[config.mk]
export PLATFORM = sky130hd
export DESIGN_NAME = frame_scan_controller
export DESIGN_NICKNAME = d
export VERILOG_FILES = /design/src/rtl/pong_pkg.sv /design/src/rtl/pixel_skid_fifo.sv /design/src/rtl/frame_scan_controller.sv
export SDC_FILE = /design/constraint.sdc
export NUM_CORES = 1
export LEC_CHECK = 0
export CAP_MARGIN = 20
export CELL_PAD_IN_SITES_DETAIL_PLACEMENT = 1
export CELL_PAD_IN_SITES_GLOBAL_PLACEMENT = 1
export CORE_UTILIZATION = 29
export DETAILED_ROUTE_END_ITERATION = 12
export HOLD_SLACK_MARGIN = 0.1
export PLACE_DENSITY_LB_ADDON = 0.1
export SYNTH_ARGS = -nofsm -noshare
export SYNTH_HDL_FRONTEND = slang
export SYNTH_SLANG_ARGS = --single-unit
export TNS_END_PERCENT = 50
[constraint.sdc]
create_clock -name clock -period 7.35 [get_ports clock]
set_clock_uncertainty 0.05 [all_clocks]
set_input_delay 1.1025 -clock clock [delete_from_list [all_inputs] [get_ports clock]]
set_output_delay 1.1025 -clock clock [all_outputs]
set_load 0.005 [all_outputs]
[src/rtl/pong_pkg.sv]
// rtl/pong_pkg.sv - shared geometry defaults, widths, FSM state and skid entry type
package pong_pkg;

    localparam int H_PIXELS_DEF = 320;
    localparam int V_PIXELS_DEF = 240;
    localparam int ADDR_W_DEF   = 17;
    localparam int RGB_W_DEF    = 16;
    localparam int X_W          = 9;
    localparam int Y_W          = 8;

    typedef enum logic [2:0] {
        ST_IDLE,
        ST_LATCH,
        ST_SCAN,
        ST_DRAIN,
        ST_DONE
    } scan_state_t;

    typedef struct packed {
        logic [ADDR_W_DEF-1:0] addr;
        logic [RGB_W_DEF-1:0]  rgb;
    } skid_entry_t;

endpackage

[src/rtl/pixel_skid_fifo.sv]
// rtl/pixel_skid_fifo.sv - two-entry skid FIFO carrying {addr, rgb} toward the framebuffer
module pixel_skid_fifo
    import pong_pkg::*;
(
    input  logic        clock,
    input  logic        reset,
    input  logic        i_push,
    input  skid_entry_t i_data,
    input  logic        i_pop,
    output logic [1:0]  o_count,
    output skid_entry_t o_head
);

    skid_entry_t r_mem [2];
    logic        r_wr_ptr;
    logic        r_rd_ptr;
    logic [1:0]  r_count;
    logic        w_do_pop;
    logic        w_do_push;

    assign w_do_pop  = i_pop && (r_count != 2'd0);
    assign w_do_push = i_push && ((r_count != 2'd2) || w_do_pop);

    always_ff @(posedge clock or posedge reset) begin
        if (reset) begin
            r_mem[0] <= '0;
            r_mem[1] <= '0;
            r_wr_ptr <= 1'b0;
            r_rd_ptr <= 1'b0;
            r_count  <= 2'd0;
        end else begin
            if (w_do_push) begin
                r_mem[r_wr_ptr] <= i_data;
                r_wr_ptr        <= ~r_wr_ptr;
            end
            if (w_do_pop) begin
                r_rd_ptr <= ~r_rd_ptr;
            end
            r_count <= r_count + {1'b0, w_do_push} - {1'b0, w_do_pop};
        end
    end

    assign o_count = r_count;
    assign o_head  = r_mem[r_rd_ptr];

endmodule

[src/rtl/frame_scan_controller.sv]
// rtl/frame_scan_controller.sv - frame scan sequencer feeding the renderer and framebuffer; optional SCAN_INTERLACE_EN
module frame_scan_controller
    import pong_pkg::*;
#(
    parameter int H_PIXELS = H_PIXELS_DEF,
    parameter int V_PIXELS = V_PIXELS_DEF,
    parameter int ADDR_W   = ADDR_W_DEF,
    parameter int RGB_W    = RGB_W_DEF
) (
    input  logic              clock,
    input  logic              reset,
    input  logic              frame_req,
    input  logic [X_W-1:0]    ball_x_in,
    input  logic [Y_W-1:0]    ball_y_in,
    input  logic [Y_W-1:0]    paddle_1_y_in,
    input  logic [Y_W-1:0]    paddle_2_y_in,
    output logic [X_W-1:0]    ball_x,
    output logic [Y_W-1:0]    ball_y,
    output logic [Y_W-1:0]    paddle_1_y,
    output logic [Y_W-1:0]    paddle_2_y,
    output logic [X_W-1:0]    scan_x,
    output logic [Y_W-1:0]    scan_y,
    input  logic [RGB_W-1:0]  pixel_rgb_in,
    output logic              fb_valid,
    input  logic              fb_ready,
    output logic [ADDR_W-1:0] fb_addr,
    output logic [RGB_W-1:0]  fb_data,
`ifdef SCAN_INTERLACE_EN
    output logic              field,
`endif
    output logic              frame_busy,
    output logic              frame_done
);

    localparam logic [X_W-1:0] X_LAST = X_W'(H_PIXELS - 1);
    localparam logic [Y_W-1:0] Y_LAST = Y_W'(V_PIXELS - 1);
`ifdef SCAN_INTERLACE_EN
    localparam logic [Y_W-1:0]    Y_STEP       = Y_W'(2);
    localparam logic [ADDR_W-1:0] ROW_END_STEP = ADDR_W'(H_PIXELS + 1);
`else
    localparam logic [Y_W-1:0]    Y_STEP       = Y_W'(1);
    localparam logic [ADDR_W-1:0] ROW_END_STEP = ADDR_W'(1);
`endif

    scan_state_t       r_state;
    scan_state_t       w_next_state;
    logic [X_W-1:0]    r_ball_x;
    logic [Y_W-1:0]    r_ball_y;
    logic [Y_W-1:0]    r_paddle_1_y;
    logic [Y_W-1:0]    r_paddle_2_y;
    logic [X_W-1:0]    r_scan_x;
    logic [Y_W-1:0]    r_scan_y;
    logic [ADDR_W-1:0] r_addr;
    logic              r_inflight;
    logic [ADDR_W-1:0] r_inflight_addr;
    logic              r_busy;
    logic              r_done;

    logic              w_accept_req;
    logic              w_pop;
    logic [1:0]        w_count;
    logic [1:0]        w_count_next;
    logic              w_credit_ok;
    logic              w_issue;
    logic              w_row_end;
    logic              w_frame_end;
    logic [Y_W-1:0]    w_first_y;
    logic [ADDR_W-1:0] w_first_addr;
    logic [Y_W-1:0]    w_last_y;
    skid_entry_t       w_push_entry;
    skid_entry_t       w_head;

`ifdef SCAN_INTERLACE_EN
    logic r_field;
    logic w_field_next;

    // The field flips on frame acceptance, so the first frame after reset scans the odd rows.
    assign w_field_next = ~r_field;
    assign w_first_y    = Y_W'(w_field_next);
    assign w_first_addr = w_field_next ? ADDR_W'(H_PIXELS) : '0;
    assign w_last_y     = (Y_LAST[0] == r_field) ? Y_LAST : Y_LAST - Y_W'(1);
    assign field        = r_field;
`else
    assign w_first_y    = '0;
    assign w_first_addr = '0;
    assign w_last_y     = Y_LAST;
`endif

    assign w_accept_req = (r_state == ST_IDLE) && frame_req;
    assign w_pop        = fb_valid && fb_ready;
    assign w_count_next = w_count + {1'b0, r_inflight} - {1'b0, w_pop};
    assign w_credit_ok  = ({1'b0, w_count} + {2'b00, r_inflight}) <= (3'd1 + {2'b00, w_pop});
    assign w_issue      = ((r_state == ST_LATCH) || (r_state == ST_SCAN)) && w_credit_ok;
    assign w_row_end    = (r_scan_x == X_LAST);
    assign w_frame_end  = w_row_end && (r_scan_y == w_last_y);

    always_comb begin
        w_next_state = r_state;
        case (r_state)
            ST_IDLE:            if (frame_req) w_next_state = ST_LATCH;
            ST_LATCH, ST_SCAN:  w_next_state = (w_issue && w_frame_end) ? ST_DRAIN : ST_SCAN;
            ST_DRAIN:           if (!r_inflight && (w_count_next == 2'd0)) w_next_state = ST_DONE;
            ST_DONE:            w_next_state = ST_IDLE;
            default:            w_next_state = ST_IDLE;
        endcase
    end

    // Snapshot and counters load on the accept edge, so the LATCH cycle already
    // presents pixel 0 together with the fresh object positions.
    always_ff @(posedge clock or posedge reset) begin
        if (reset) begin
            r_state         <= ST_IDLE;
            r_ball_x        <= '0;
            r_ball_y        <= '0;
            r_paddle_1_y    <= '0;
            r_paddle_2_y    <= '0;
            r_scan_x        <= '0;
            r_scan_y        <= '0;
            r_addr          <= '0;
            r_inflight      <= 1'b0;
            r_inflight_addr <= '0;
            r_busy          <= 1'b0;
            r_done          <= 1'b0;
`ifdef SCAN_INTERLACE_EN
            r_field         <= 1'b0;
`endif
        end else begin
            r_state    <= w_next_state;
            r_busy     <= (w_next_state == ST_LATCH) || (w_next_state == ST_SCAN) ||
                          (w_next_state == ST_DRAIN);
            r_done     <= (w_next_state == ST_DONE);
            r_inflight <= w_issue;
            if (w_issue) begin
                r_inflight_addr <= r_addr;
            end
            if (w_accept_req) begin
                r_ball_x     <= ball_x_in;
                r_ball_y     <= ball_y_in;
                r_paddle_1_y <= paddle_1_y_in;
                r_paddle_2_y <= paddle_2_y_in;
                r_scan_x     <= '0;
                r_scan_y     <= w_first_y;
                r_addr       <= w_first_addr;
`ifdef SCAN_INTERLACE_EN
                r_field      <= w_field_next;
`endif
            end else if (w_issue) begin
                if (w_row_end) begin
                    r_scan_x <= '0;
                    r_scan_y <= r_scan_y + Y_STEP;
                    r_addr   <= r_addr + ROW_END_STEP;
                end else begin
                    r_scan_x <= r_scan_x + X_W'(1);
                    r_addr   <= r_addr + ADDR_W'(1);
                end
            end
        end
    end

    assign w_push_entry.addr = r_inflight_addr;
    assign w_push_entry.rgb  = pixel_rgb_in;

    pixel_skid_fifo u_skid (
        .clock   (clock),
        .reset   (reset),
        .i_push  (r_inflight),
        .i_data  (w_push_entry),
        .i_pop   (w_pop),
        .o_count (w_count),
        .o_head  (w_head)
    );

    assign fb_valid   = (w_count != 2'd0);
    assign fb_addr    = w_head.addr;
    assign fb_data    = w_head.rgb;
    assign ball_x     = r_ball_x;
    assign ball_y     = r_ball_y;
    assign paddle_1_y = r_paddle_1_y;
    assign paddle_2_y = r_paddle_2_y;
    assign scan_x     = r_scan_x;
    assign scan_y     = r_scan_y;
    assign frame_busy = r_busy;
    assign frame_done = r_done;

endmodule

==> results of run 1 <==
## worst max-delay path by stage
stage            endpoint
2_1_floorplan   ball_x[0]
3_3_place_gp   r_addr[16]
3_5_place_dp   r_addr[16]
4_1_cts        r_addr[16]
5_1_grt        r_addr[16]
6_report       r_addr[16]
## final cells by class
| type | count | area [sq um] | share of cell area, % |
|---|---|---|---|
| Sequential cell | 160 | 4004 | 42.25 |
| Multi-Input combinational cell | 428 | 2912 | 30.72 |
| Timing Repair Buffer | 148 | 1481 | 15.63 |
| Clock buffer | 18 | 439.2 | 4.634 |
| Tap cell | 319 | 399.1 | 4.212 |
| Clock inverter | 14 | 195.2 | 2.060 |
| Inverter | 11 | 46.29 | 0.4885 |
## synthesized netlist by cell type (2+ instances only)
master	count	area share [%]
sky130_fd_sc_hd__clkbuf_1	29	1.5
sky130_fd_sc_hd__a31o_2	2	0.25
sky130_fd_sc_hd__xnor2_1	6	0.74
sky130_fd_sc_hd__nor2b_1	3	0.26
sky130_fd_sc_hd__o31ai_1	13	1.4
sky130_fd_sc_hd__and3b_1	2	0.25
sky130_fd_sc_hd__nand2_1	176	9.3
sky130_fd_sc_hd__nand4_1	10	0.88
sky130_fd_sc_hd__inv_1	10	0.53
sky130_fd_sc_hd__or4_1	12	1.3
sky130_fd_sc_hd__nand3b_1	2	0.21
sky130_fd_sc_hd__dfrtp_1	160	56
sky130_fd_sc_hd__and3_1	4	0.35
sky130_fd_sc_hd__buf_1	2	0.11
sky130_fd_sc_hd__and2_1	2	0.18
sky130_fd_sc_hd__nor3_1	3	0.21
sky130_fd_sc_hd__and4_1	4	0.49
sky130_fd_sc_hd__nor4b_1	2	0.25
sky130_fd_sc_hd__nand3_1	13	0.92
sky130_fd_sc_hd__buf_2	4	0.28
sky130_fd_sc_hd__o21ai_0	8	0.56
sky130_fd_sc_hd__mux2i_1	11	1.6
sky130_fd_sc_hd__mux2_2	99	16
sky130_fd_sc_hd__a21oi_1	15	1.1
sky130_fd_sc_hd__a211oi_1	3	0.32
sky130_fd_sc_hd__nor2_1	5	0.26
sky130_fd_sc_hd__ha_1	9	1.6
sky130_fd_sc_hd__nand2b_1	2	0.18
sky130_fd_sc_hd__or3_1	3	0.26
## cells by family (layout without fill, tap and decap cells)
logic type,count (synthesis),after routing
flip-flops,160,160
AND/OR/NAND/NOR,248,248
XOR/XNOR,7,7
AO/OA/AOI/OAI,53,53
buffers and inverters,47,191
adder cells (fa/ha/maj),10,10
multiplexers,110,110
## per-stage QoR
stage	hold slack [ps]	instances	power, W	area [sq um]	worst slack [ps]
2_1_floorplan	394.9	635	0.002239	7091	1878
3_5_place_dp	415.5	1064	0.002920	8810	2691
6_report	422.1	1098	0.003825	9477	3118
5_1_grt	436.0	1098	0.004115	9477	2957
4_1_cts	428.7	1096	0.003898	9444	3122
3_3_place_gp	407.8	1063	0.002852	8795	2779
## layout by cell type (no fill, tap or decap), types with 3 or more instances in the layout
cell / Yosys / layout
sky130_fd_sc_hd__a21oi_1: 15 / 15
sky130_fd_sc_hd__mux2i_1: 11 / 11
sky130_fd_sc_hd__o31ai_1: 13 / 13
sky130_fd_sc_hd__and3_1: 4 / 4
sky130_fd_sc_hd__nand4_1: 10 / 10
sky130_fd_sc_hd__nor2_1: 5 / 5
sky130_fd_sc_hd__nor3_1: 3 / 3
sky130_fd_sc_hd__o21ai_0: 8 / 8
sky130_fd_sc_hd__clkbuf_16: 0 / 17
sky130_fd_sc_hd__xnor2_1: 6 / 6
sky130_fd_sc_hd__or3_1: 3 / 3
sky130_fd_sc_hd__inv_1: 10 / 9
sky130_fd_sc_hd__ha_1: 9 / 9
sky130_fd_sc_hd__a211oi_1: 3 / 3
sky130_fd_sc_hd__bufinv_16: 0 / 3
sky130_fd_sc_hd__and4_1: 4 / 4
sky130_fd_sc_hd__clkdlybuf4s50_1: 0 / 138
sky130_fd_sc_hd__nand3_1: 13 / 13
sky130_fd_sc_hd__clkinv_4: 0 / 3
sky130_fd_sc_hd__nand2_1: 176 / 176
sky130_fd_sc_hd__mux2_2: 99 / 99
sky130_fd_sc_hd__or4_1: 12 / 12
sky130_fd_sc_hd__dfrtp_1: 160 / 160
sky130_fd_sc_hd__buf_4: 0 / 7
sky130_fd_sc_hd__inv_6: 0 / 6
## routing by layer
metal,vias up,share of wire (%)
met1,2649,44
li1,2445,-
met4,0,0.95
met2,117,49
met5,-,0
met3,14,5.9
## sequential cells by signal (all words and copies together) (netlist names)
signal / flops
r_addr: 17
r_inflight: 1
paddle_1_y: 8
u_skid.o_count: 2
u_skid.r_wr_ptr: 1
r_state: 3
u_skid.r_rd_ptr: 1
frame_busy: 1
scan_x: 9
paddle_2_y: 8
ball_y: 8
frame_done: 1
u_skid.r_mem: 66
r_inflight_addr: 17
ball_x: 9
scan_y: 8
## where the power goes
group | leakage [nW] | internal (W) | switching [W]
clock | 0.307 | 0.000556 | 0.000388
combinational | 1.94 | 0.000801 | 0.000723
sequential | 2.08 | 0.00117 | 0.000188
total | 4.32 | 0.00253 | 0.00130
==> impl_metrics.json, run 1 <==
{
  "run_status": "complete, no violations",
  "gp_congestion": 0.7432,
  "placeableCoreArea_sq_um": 23750,
  "die_height_um": 158.4,
  "grtUsageTotal_pct": 15.00,
  "initial_antenna_violation_count": 0,
  "synth_edf_count": 0,
  "critical_path_stages": 9,
  "critPathBufInv": 3,
  "mappedNetlistArea_sq_um": 7091,
  "regToRegEndpoint": "r_addr[16]",
  "critPathCaptureType": "register",
  "antenna_cells": 0,
  "multiplexer_share_of_the_synthesized_area_pct": 17.28,
  "via_count": 5225,
  "net_count_synth": 698,
  "worst_setup_hold_path_clk_slew_ps": 70,
  "worst_ep_required_time_ps": 7600,
  "grt-ovfl-total": 0,
  "post-route-drc-count": 0,
  "synthesis.instances": 635,
  "worst_hold_path.num_cells": 1,
  "worst_ir_drop_vdd_mv": 0.2021,
  "min_to": "u_skid.r_rd_ptr",
  "wire_per_inst_um": 15.74,
  "simple_gate_portion_of_the_synthesized_area_pct": 15.86,
  "antenna_left": 0,
  "ff2ff_path_depth": 10,
  "worst_skew_pair.late_latency_ps": 420,
  "min_period_ps": 4232,
  "post_cts.repair.setup_buffers": 0,
  "groute.layer.met1.usage_pct": 18.15,
  "worstReg2RegStart": "u_skid.o_count[1]",
  "part_of_the_cycle_the_worst_path_needs_pct": 57.58,
  "drt-total-wl_mm": 17.28,
  "max_slew_margin_pct": 37.97,
  "maximum_number_of_pins_on_one_net_before_global_route_repair": 100,
  "tritoncts.num_buffers": 17,
  "ys.warnings.count": 0,
  "nets": 829,
  "synth_compound_gate_area_share_pct": 4.994,
  "min_path_type": "register to register",
  "critical_path.startpoint": "fb_ready",
  "fillCellCount": 2571,
  "static-leakage-power_nw": 4.322,
  "hpwl_mm": 11.46,
  "dieArea_sq_um": 25080,
  "vias_in_the_first_global_route": 5702,
  "totalNegativeSetupSlack_ps": 0,
  "clk_path_buf_depth": 2,
  "tritoncts_clock_tree": "yes",
  "synth_seq_area_share_pct": 56.47,
  "max_stage_delay_ps": 620,
  "layout-drive-gt1-share_pct": 19.13,
  "drtPass1Iterations": 4,
  "ys.flop_type": "sky130_fd_sc_hd__dfrtp_1",
  "setup_repair_after_global_routing_missed_its_margin": "no",
  "fmaxAchievable_mhz": 236.3,
  "rows": 56,
  "cts_htree_levels": 4,
  "layout.core_utilization_pct": 39.90,
  "crit_chain": "clkdlybuf4s50_1 -> nand2_1 -> inv_1 -> fa_1 -> or3b_4 -> a211o_1 -> buf_4 -> or4_1 -> mux2i_1",
  "largest_family_of_logic_cells_by_synthesized_area": "multiplexers",
  "grt_first_pass_wirelength_mm": 29.26,
  "grtUsageMet2_pct": 25.40,
  "p_per_area_nw_per_um2": 403.6,
  "path_class": "input pin to register",
  "syn_avg_cell_area_sq_um": 11.17,
  "vias_per_cell": 4.759,
  "finalHoldViolCount": 0,
  "critPathArrivalTime_ps": 4490,
  "initial_utilization_pct": 29.85,
  "die_width_um": 158.4,
  "synth_adder_area_share_pct": 1.870,
  "cts.repair.resized": 0,
  "maxSlewViolCount": 0,
  "synthArstFlopShare_pct": 100.0,
  "ctsRootBufferMaster": "sky130_fd_sc_hd__clkbuf_16",
  "timing.critical_path.fanout_max": 33,
  "synthXorXnorAreaFrac_pct": 0.8647,
  "port_buffers": 138,
  "critPathTopFamily": "simple AND/OR/NAND/NOR gates",
  "setup_violations": 0,
  "worst_reg2reg_setup_slack_ps": 3610,
  "area_growth_syn_to_layout_pct": 33.65,
  "cap_violations": 0,
  "groute.layer.met3.usage_pct": 4.845,
  "postCtsHoldBufs": 0,
  "grt.busiest_layer": "met2",
  "post_synth_num_cell_types": 50,
  "cts.sinks": 160,
  "worstSetupStartpointType": "input pin",
  "number_of_storage_elements_in_the_synthesis_netlist": 160,
  "cp_slowest_cell": "sky130_fd_sc_hd__a211o_1",
  "boundaryPins": 139,
  "timing.hold.worst.start": "u_skid.r_rd_ptr",
  "dr.first_iter.drc_count": 198,
  "worst_slew_pin_slew_ps": 930.5
}
Power figures use the tool's default switching activity.
==> run 2, diff against run 1 <==
==> constraint.sdc (replaced) <==
create_clock -name clock -period 4.1 [get_ports clock]
set_clock_uncertainty 0.05 [all_clocks]
set_input_delay 0.615 -clock clock [delete_from_list [all_inputs] [get_ports clock]]
set_output_delay 0.615 -clock clock [all_outputs]
set_load 0.005 [all_outputs]
==> impl_metrics.json, run 2 (synthesized netlist as in run 1, its figures left out) <==
{
  "run_status": "complete, no violations",
  "setup_repair_after_global_routing_missed_its_margin": "no",
  "boundaryPins": 139,
  "dieArea_sq_um": 25080,
  "cts.sinks": 160,
  "critPathArrivalTime_ps": 3680,
  "initial_utilization_pct": 29.85,
  "vias_per_cell": 4.770,
  "p_clk_share_pct": 22.9,
  "post_cts.repair.setup_buffers": 0,
  "gp_congestion": 0.7517,
  "layout.cells.most_common_list": "sky130_fd_sc_hd__nand2_1, sky130_fd_sc_hd__dfrtp_1, sky130_fd_sc_hd__clkdlybuf4s50_1",
  "fillCellCount": 2549,
  "dr.first_iter.drc_count": 234,
  "grt-ovfl-total": 0,
  "cts_htree_levels": 4,
  "wire_per_inst_um": 16.00,
  "path_class": "register to register",
  "fmaxAchievable_mhz": 294.8,
  "multi_input_comb_area_sq_um": 2912,
  "antenna_left": 0,
  "ctsRootBufferMaster": "sky130_fd_sc_hd__clkbuf_16",
  "layout_commonest_cell": "sky130_fd_sc_hd__nand2_1",
  "worstSetupStartpointType": "register",
  "min_path_type": "register to register",
  "registers.top_by_ff_count": "u_skid.r_mem",
  "rows": 56,
  "worst_ep_required_time_ps": 4380,
  "drtPass1Iterations": 4,
  "area_growth_syn_to_layout_pct": 32.86,
  "cts.repair.resized": 0,
  "max_ffs_per_register": 66,
  "intPower_w": 0.004486,
  "worst_setup_hold_path_clk_slew_ps": 60,
  "part_of_the_cycle_the_worst_path_needs_pct": 82.72,
  "die_height_um": 158.4,
  "largest_registers": "u_skid.r_mem x66, r_addr x17, r_inflight_addr x17",
  "place_worst_setup_slack_ps": 265.0,
  "clk_path_buf_depth": 2,
  "tritoncts.num_buffers": 17,
  "die_width_um": 158.4,
  "port_buffers": 138,
  "postCtsHoldBufs": 0,
  "grt_first_pass_wirelength_mm": 29.62,
  "tritoncts_clock_tree": "yes",
  "totalNegativeSetupSlack_ps": 0,
  "cap_violations": 0,
  "nets": 831,
  "worst_ir_drop_vdd_mv": 0.2890,
  "combPwrFrac_pct": 41.1,
  "initial_antenna_violation_count": 0,
  "p_per_area_nw_per_um2": 717.6,
  "critPathCaptureType": "register",
  "placeableCoreArea_sq_um": 23750,
  "max_slew_margin_pct": 34.32,
  "maxSlewViolCount": 0,
  "hpwl_mm": 11.52,
  "fin_ws_ps": 708.3,
  "layout.area.seq_sq_um": 4004,
  "finalHoldViolCount": 0,
  "seq_power_share_pct": 36.1,
  "switching_share_pct": 33.64,
  "maximum_number_of_pins_on_one_net_before_global_route_repair": 126,
  "timing.critical_path.fanout_max": 26,
  "layout-drive-gt1-share_pct": 18.85,
  "drt-total-wl_mm": 17.59,
  "worst_skew_pair.late_latency_ps": 420,
  "min_period_ps": 3392,
  "worst_slew_pin_slew_ps": 982.3,
  "grtUsageTotal_pct": 15.20,
  "via_count": 5242,
  "static-leakage-power_nw": 4.273,
  "vias_in_the_first_global_route": 5775,
  "antenna_cells": 0,
  "fin_total_pwr_w": 0.006760,
  "setup_violations": 0,
  "net-switching-power_w": 0.002274,
  "post-route-drc-count": 0
}
==> run 2: changes by cell type in the layout (fill, tap and decap cells not counted), sizes merged, moves of 3 or more <==
| cell | previous run | this run |
|---|---|---|
| clkbuf | 18 | 22 |
| clkinvlp | 1 | 4 |
| buf | 9 | 12 |
| inv | 17 | 11 |
==> run 2: through the flow <==
| step | instance area [sq um] | cells | util, % | hold WS [ps] |
|---|---|---|---|---|
| after global routing | 9420 | 1099 | 39.66 | 448.3 |
| after detailed placement | 8856 | 1068 | 37.28 | 412.5 |
| after CTS | 9420 | 1099 | 39.66 | 428.6 |
| after global placement | 8856 | 1068 | 37.28 | 407.7 |
| after floorplan | 7094 | 635 | - | 394.9 |
| final | 9420 | 1099 | 39.66 | 421.5 |
==> run 2: cell type report <==
class	count	share of cell area, %
clock buffer	22	4.821
clock inverter	9	1.169
inverter	11	0.4782
multi-input combinational	428	30.91
sequential	160	42.50
tap	319	4.237
timing repair buffer	150	15.89
==> run 2: worst paths after layout <==
check,start,to,slack [ps],cells past startpoint
max in group asynchronous,reset,r_addr[14],2680,3
max,u_skid.o_count[1],scan_y[7],710,10
min in group asynchronous,reset,ball_y[7],590,3
min reg2reg,paddle_1_y[6],paddle_1_y[6],420,2
max reg2reg,u_skid.o_count[1],scan_y[7],710,10
min,paddle_1_y[6],paddle_1_y[6],420,2
==> run 2: worst max-delay path, cell delays in order, from the launching register on <==
cell and delay (ps):
sky130_fd_sc_hd__dfrtp_1 430, sky130_fd_sc_hd__inv_1 160, sky130_fd_sc_hd__nand2_1 100, sky130_fd_sc_hd__nand2_1 140, sky130_fd_sc_hd__inv_1 90, sky130_fd_sc_hd__fa_1 500, sky130_fd_sc_hd__or3b_4 430, sky130_fd_sc_hd__a211o_1 450
sky130_fd_sc_hd__buf_4 280, sky130_fd_sc_hd__or4_1 520, sky130_fd_sc_hd__a21oi_1 160
==> run 2: power by group through the flow <==
stage / Sequential [W] / Combinational [W] / Clock [W]
floorplan: 0.00237 / 0.00165 / 0
global route: 0.00252 / 0.00310 / 0.00167
detailed placement: 0.00247 / 0.00283 / 0
finish: 0.00244 / 0.00278 / 0.00155
global placement: 0.00243 / 0.00275 / 0
CTS: 0.00245 / 0.00285 / 0.00160
==> run 2: layer usage <==
layer  share of wire (%)  track usage [%]  vias to the layer above
met5                   0                0                        -
met4                 1.0            4.212                        0
met3                 6.7            5.389                       13
met2                  48            25.10                      126
met1                  44            18.66                     2653
li1                    -                -                     2450
==> run 3, diff against run 2 <==
==> constraint.sdc (replaced) <==
create_clock -name clock -period 2.8 [get_ports clock]
set_clock_uncertainty 0.05 [all_clocks]
set_input_delay 0.42 -clock clock [delete_from_list [all_inputs] [get_ports clock]]
set_output_delay 0.42 -clock clock [all_outputs]
set_load 0.005 [all_outputs]
==> impl_metrics.json, run 3 (synthesized netlist as in run 1, its figures left out) <==
{
  "cp_slowest_cell": "sky130_fd_sc_hd__or4_4",
  "layout.core_utilization_pct": 42.68,
  "static-leakage-power_nw": 4.584,
  "critPathBufInv": 3,
  "drt-total-wl_mm": 18.47,
  "antenna_cells": 0,
  "drtPass1Iterations": 4,
  "crit_chain": "inv_2 -> nand2_2 -> nand2_2 -> inv_2 -> fa_1 -> or3b_4 -> a211o_4 -> buf_12 -> or4_4 -> a21oi_2",
  "initial_utilization_pct": 29.85,
  "maxSlewViolCount": 0,
  "clk_path_buf_depth": 2,
  "fmaxAchievable_mhz": 342.1,
  "max_stage_delay_ps": 500,
  "p_per_area_nw_per_um2": 1150,
  "path_class": "register to register",
  "layout_commonest_cell": "sky130_fd_sc_hd__nand2_1",
  "worst_ep_required_time_ps": 3100,
  "antenna_left": 0,
  "die_width_um": 158.4,
  "grt-ovfl-total": 0,
  "max_ffs_per_register": 66,
  "min_path_type": "register to register",
  "tritoncts.num_buffers": 17,
  "worst_skew_pair.late_latency_ps": 420,
  "fillCellCount": 2518,
  "cts_htree_levels": 4,
  "critPathCaptureType": "register",
  "part_of_the_cycle_the_worst_path_needs_pct": 104.4,
  "dr.first_iter.drc_count": 169,
  "nets": 878,
  "layout.area.seq_sq_um": 4004,
  "tritoncts_clock_tree": "yes",
  "fin_ws_ps": -123.2,
  "layout.cells.most_common_list": "sky130_fd_sc_hd__nand2_1, sky130_fd_sc_hd__dfrtp_1, sky130_fd_sc_hd__clkdlybuf4s50_1",
  "min_period_ps": 2923,
  "ff2ff_path_depth": 10,
  "post-route-drc-count": 0,
  "worst_hold_path.num_cells": 2,
  "setup_violations": 18,
  "finalHoldViolCount": 0,
  "boundaryPins": 139,
  "multi_input_comb_area_sq_um": 3107,
  "vias_in_the_first_global_route": 5984,
  "hpwl_mm": 12.07,
  "worst_setup_hold_path_clk_slew_ps": 70,
  "fin_total_pwr_w": 0.01166,
  "wire_per_inst_um": 16.11,
  "critPathTopFamily": "simple AND/OR/NAND/NOR gates",
  "failed_checks": "negative setup slack",
  "timing.critical_path.fanout_max": 8,
  "run_status": "finished, violations left",
  "port_buffers": 138,
  "critPathArrivalTime_ps": 3230,
  "cts.sinks": 160,
  "setup_repair_after_global_routing_missed_its_margin": "yes",
  "cap_violations": 0,
  "worst_ir_drop_vdd_mv": 0.4586,
  "largest_registers": "u_skid.r_mem x66, r_addr x17, r_inflight_addr x17",
  "area_growth_syn_to_layout_pct": 42.97,
  "via_count": 5406,
  "max_slew_margin_pct": 54.86,
  "layout-drive-gt1-share_pct": 27.90,
  "rows": 56,
  "registers.top_by_ff_count": "u_skid.r_mem",
  "initial_antenna_violation_count": 0,
  "grt_first_pass_wirelength_mm": 30.85,
  "vias_per_cell": 4.713,
  "placeableCoreArea_sq_um": 23750,
  "dieArea_sq_um": 25080,
  "grtUsageTotal_pct": 15.85,
  "gp_congestion": 0.7513,
  "critical_path_stages": 10,
  "totalNegativeSetupSlack_ps": -756.0,
  "worstSetupStartpointType": "register",
  "worst_slew_pin_slew_ps": 677.1,
  "maximum_number_of_pins_on_one_net_before_global_route_repair": 124,
  "die_height_um": 158.4,
  "ctsRootBufferMaster": "sky130_fd_sc_hd__clkbuf_16"
}
[run 3: per-layer routing]
metal	up-vias	wire, um	GRT usage [%]
met3	16	1097	4.927
li1	2555	-	-
met1	2726	7901	18.64
met4	0	220	4.853
met5	-	0	0
met2	109	9254	27.49
[run 3: path summary, 6_finish.rpt]
kind / from / end / slack (ps)
min reg2reg: paddle_1_y[6] / paddle_1_y[6] / 430
max in group asynchronous: reset / r_addr[12] / 1680
min in group asynchronous: reset / ball_y[7] / 480
max: u_skid.o_count[0] / scan_y[7] / -120
max reg2reg: u_skid.o_count[0] / scan_y[7] / -120
min: paddle_1_y[6] / paddle_1_y[6] / 430
[run 3: area by class of cell]
class	instances	area share, %
Sequential cell	160	39.50
Multi-Input combinational cell	428	30.65
Timing Repair Buffer	197	19.54
Clock buffer	20	4.604
Tap cell	319	3.937
Clock inverter	12	1.210
Inverter	11	0.5678
[run 3: worst reg2reg max path, cell delays in order, from the launching register on]
cell and delay (ps):
sky130_fd_sc_hd__dfrtp_1 430, sky130_fd_sc_hd__inv_2 100, sky130_fd_sc_hd__nand2_2 70, sky130_fd_sc_hd__nand2_2 80
sky130_fd_sc_hd__inv_2 50, sky130_fd_sc_hd__fa_1 470, sky130_fd_sc_hd__or3b_4 400, sky130_fd_sc_hd__a211o_4 410
sky130_fd_sc_hd__buf_12 160, sky130_fd_sc_hd__or4_4 510, sky130_fd_sc_hd__a21oi_2 130
[run 3: through the flow]
| step | std cells | hold WS, ps | setup WS [ps] | area [sq um] |
|---|---|---|---|---|
| CTS | 1141 | 433.1 | -75.53 | 9993 |
| floorplan | 635 | 394.9 | -140.4 | 7094 |
| detailed placement | 1093 | 415.8 | -585.1 | 9094 |
| finish | 1147 | 428.3 | -123.2 | 10140 |
| global route | 1147 | 447.1 | -202.8 | 10140 |
| global placement | 1093 | 407.8 | -481.4 | 9094 |
[run 3: timing repair]
item / in CTS / in global routing
endpoints found under the setup margin: 41 / 50
gates cloned: 2 / 0
resized for setup: 33 / 25
pin swaps: 33 / 12
hold endpoints to repair: 0 / 0
setup buffers: 14 / 6
hold buffers: 0 / 0
[run 3: power breakdown]
part | switching, W | internal [W] | leakage [nW]
clock network | 0.00100 | 0.00132 | 0.292
logic | 0.00241 | 0.00336 | 2.22
registers | 0.000500 | 0.00307 | 2.08
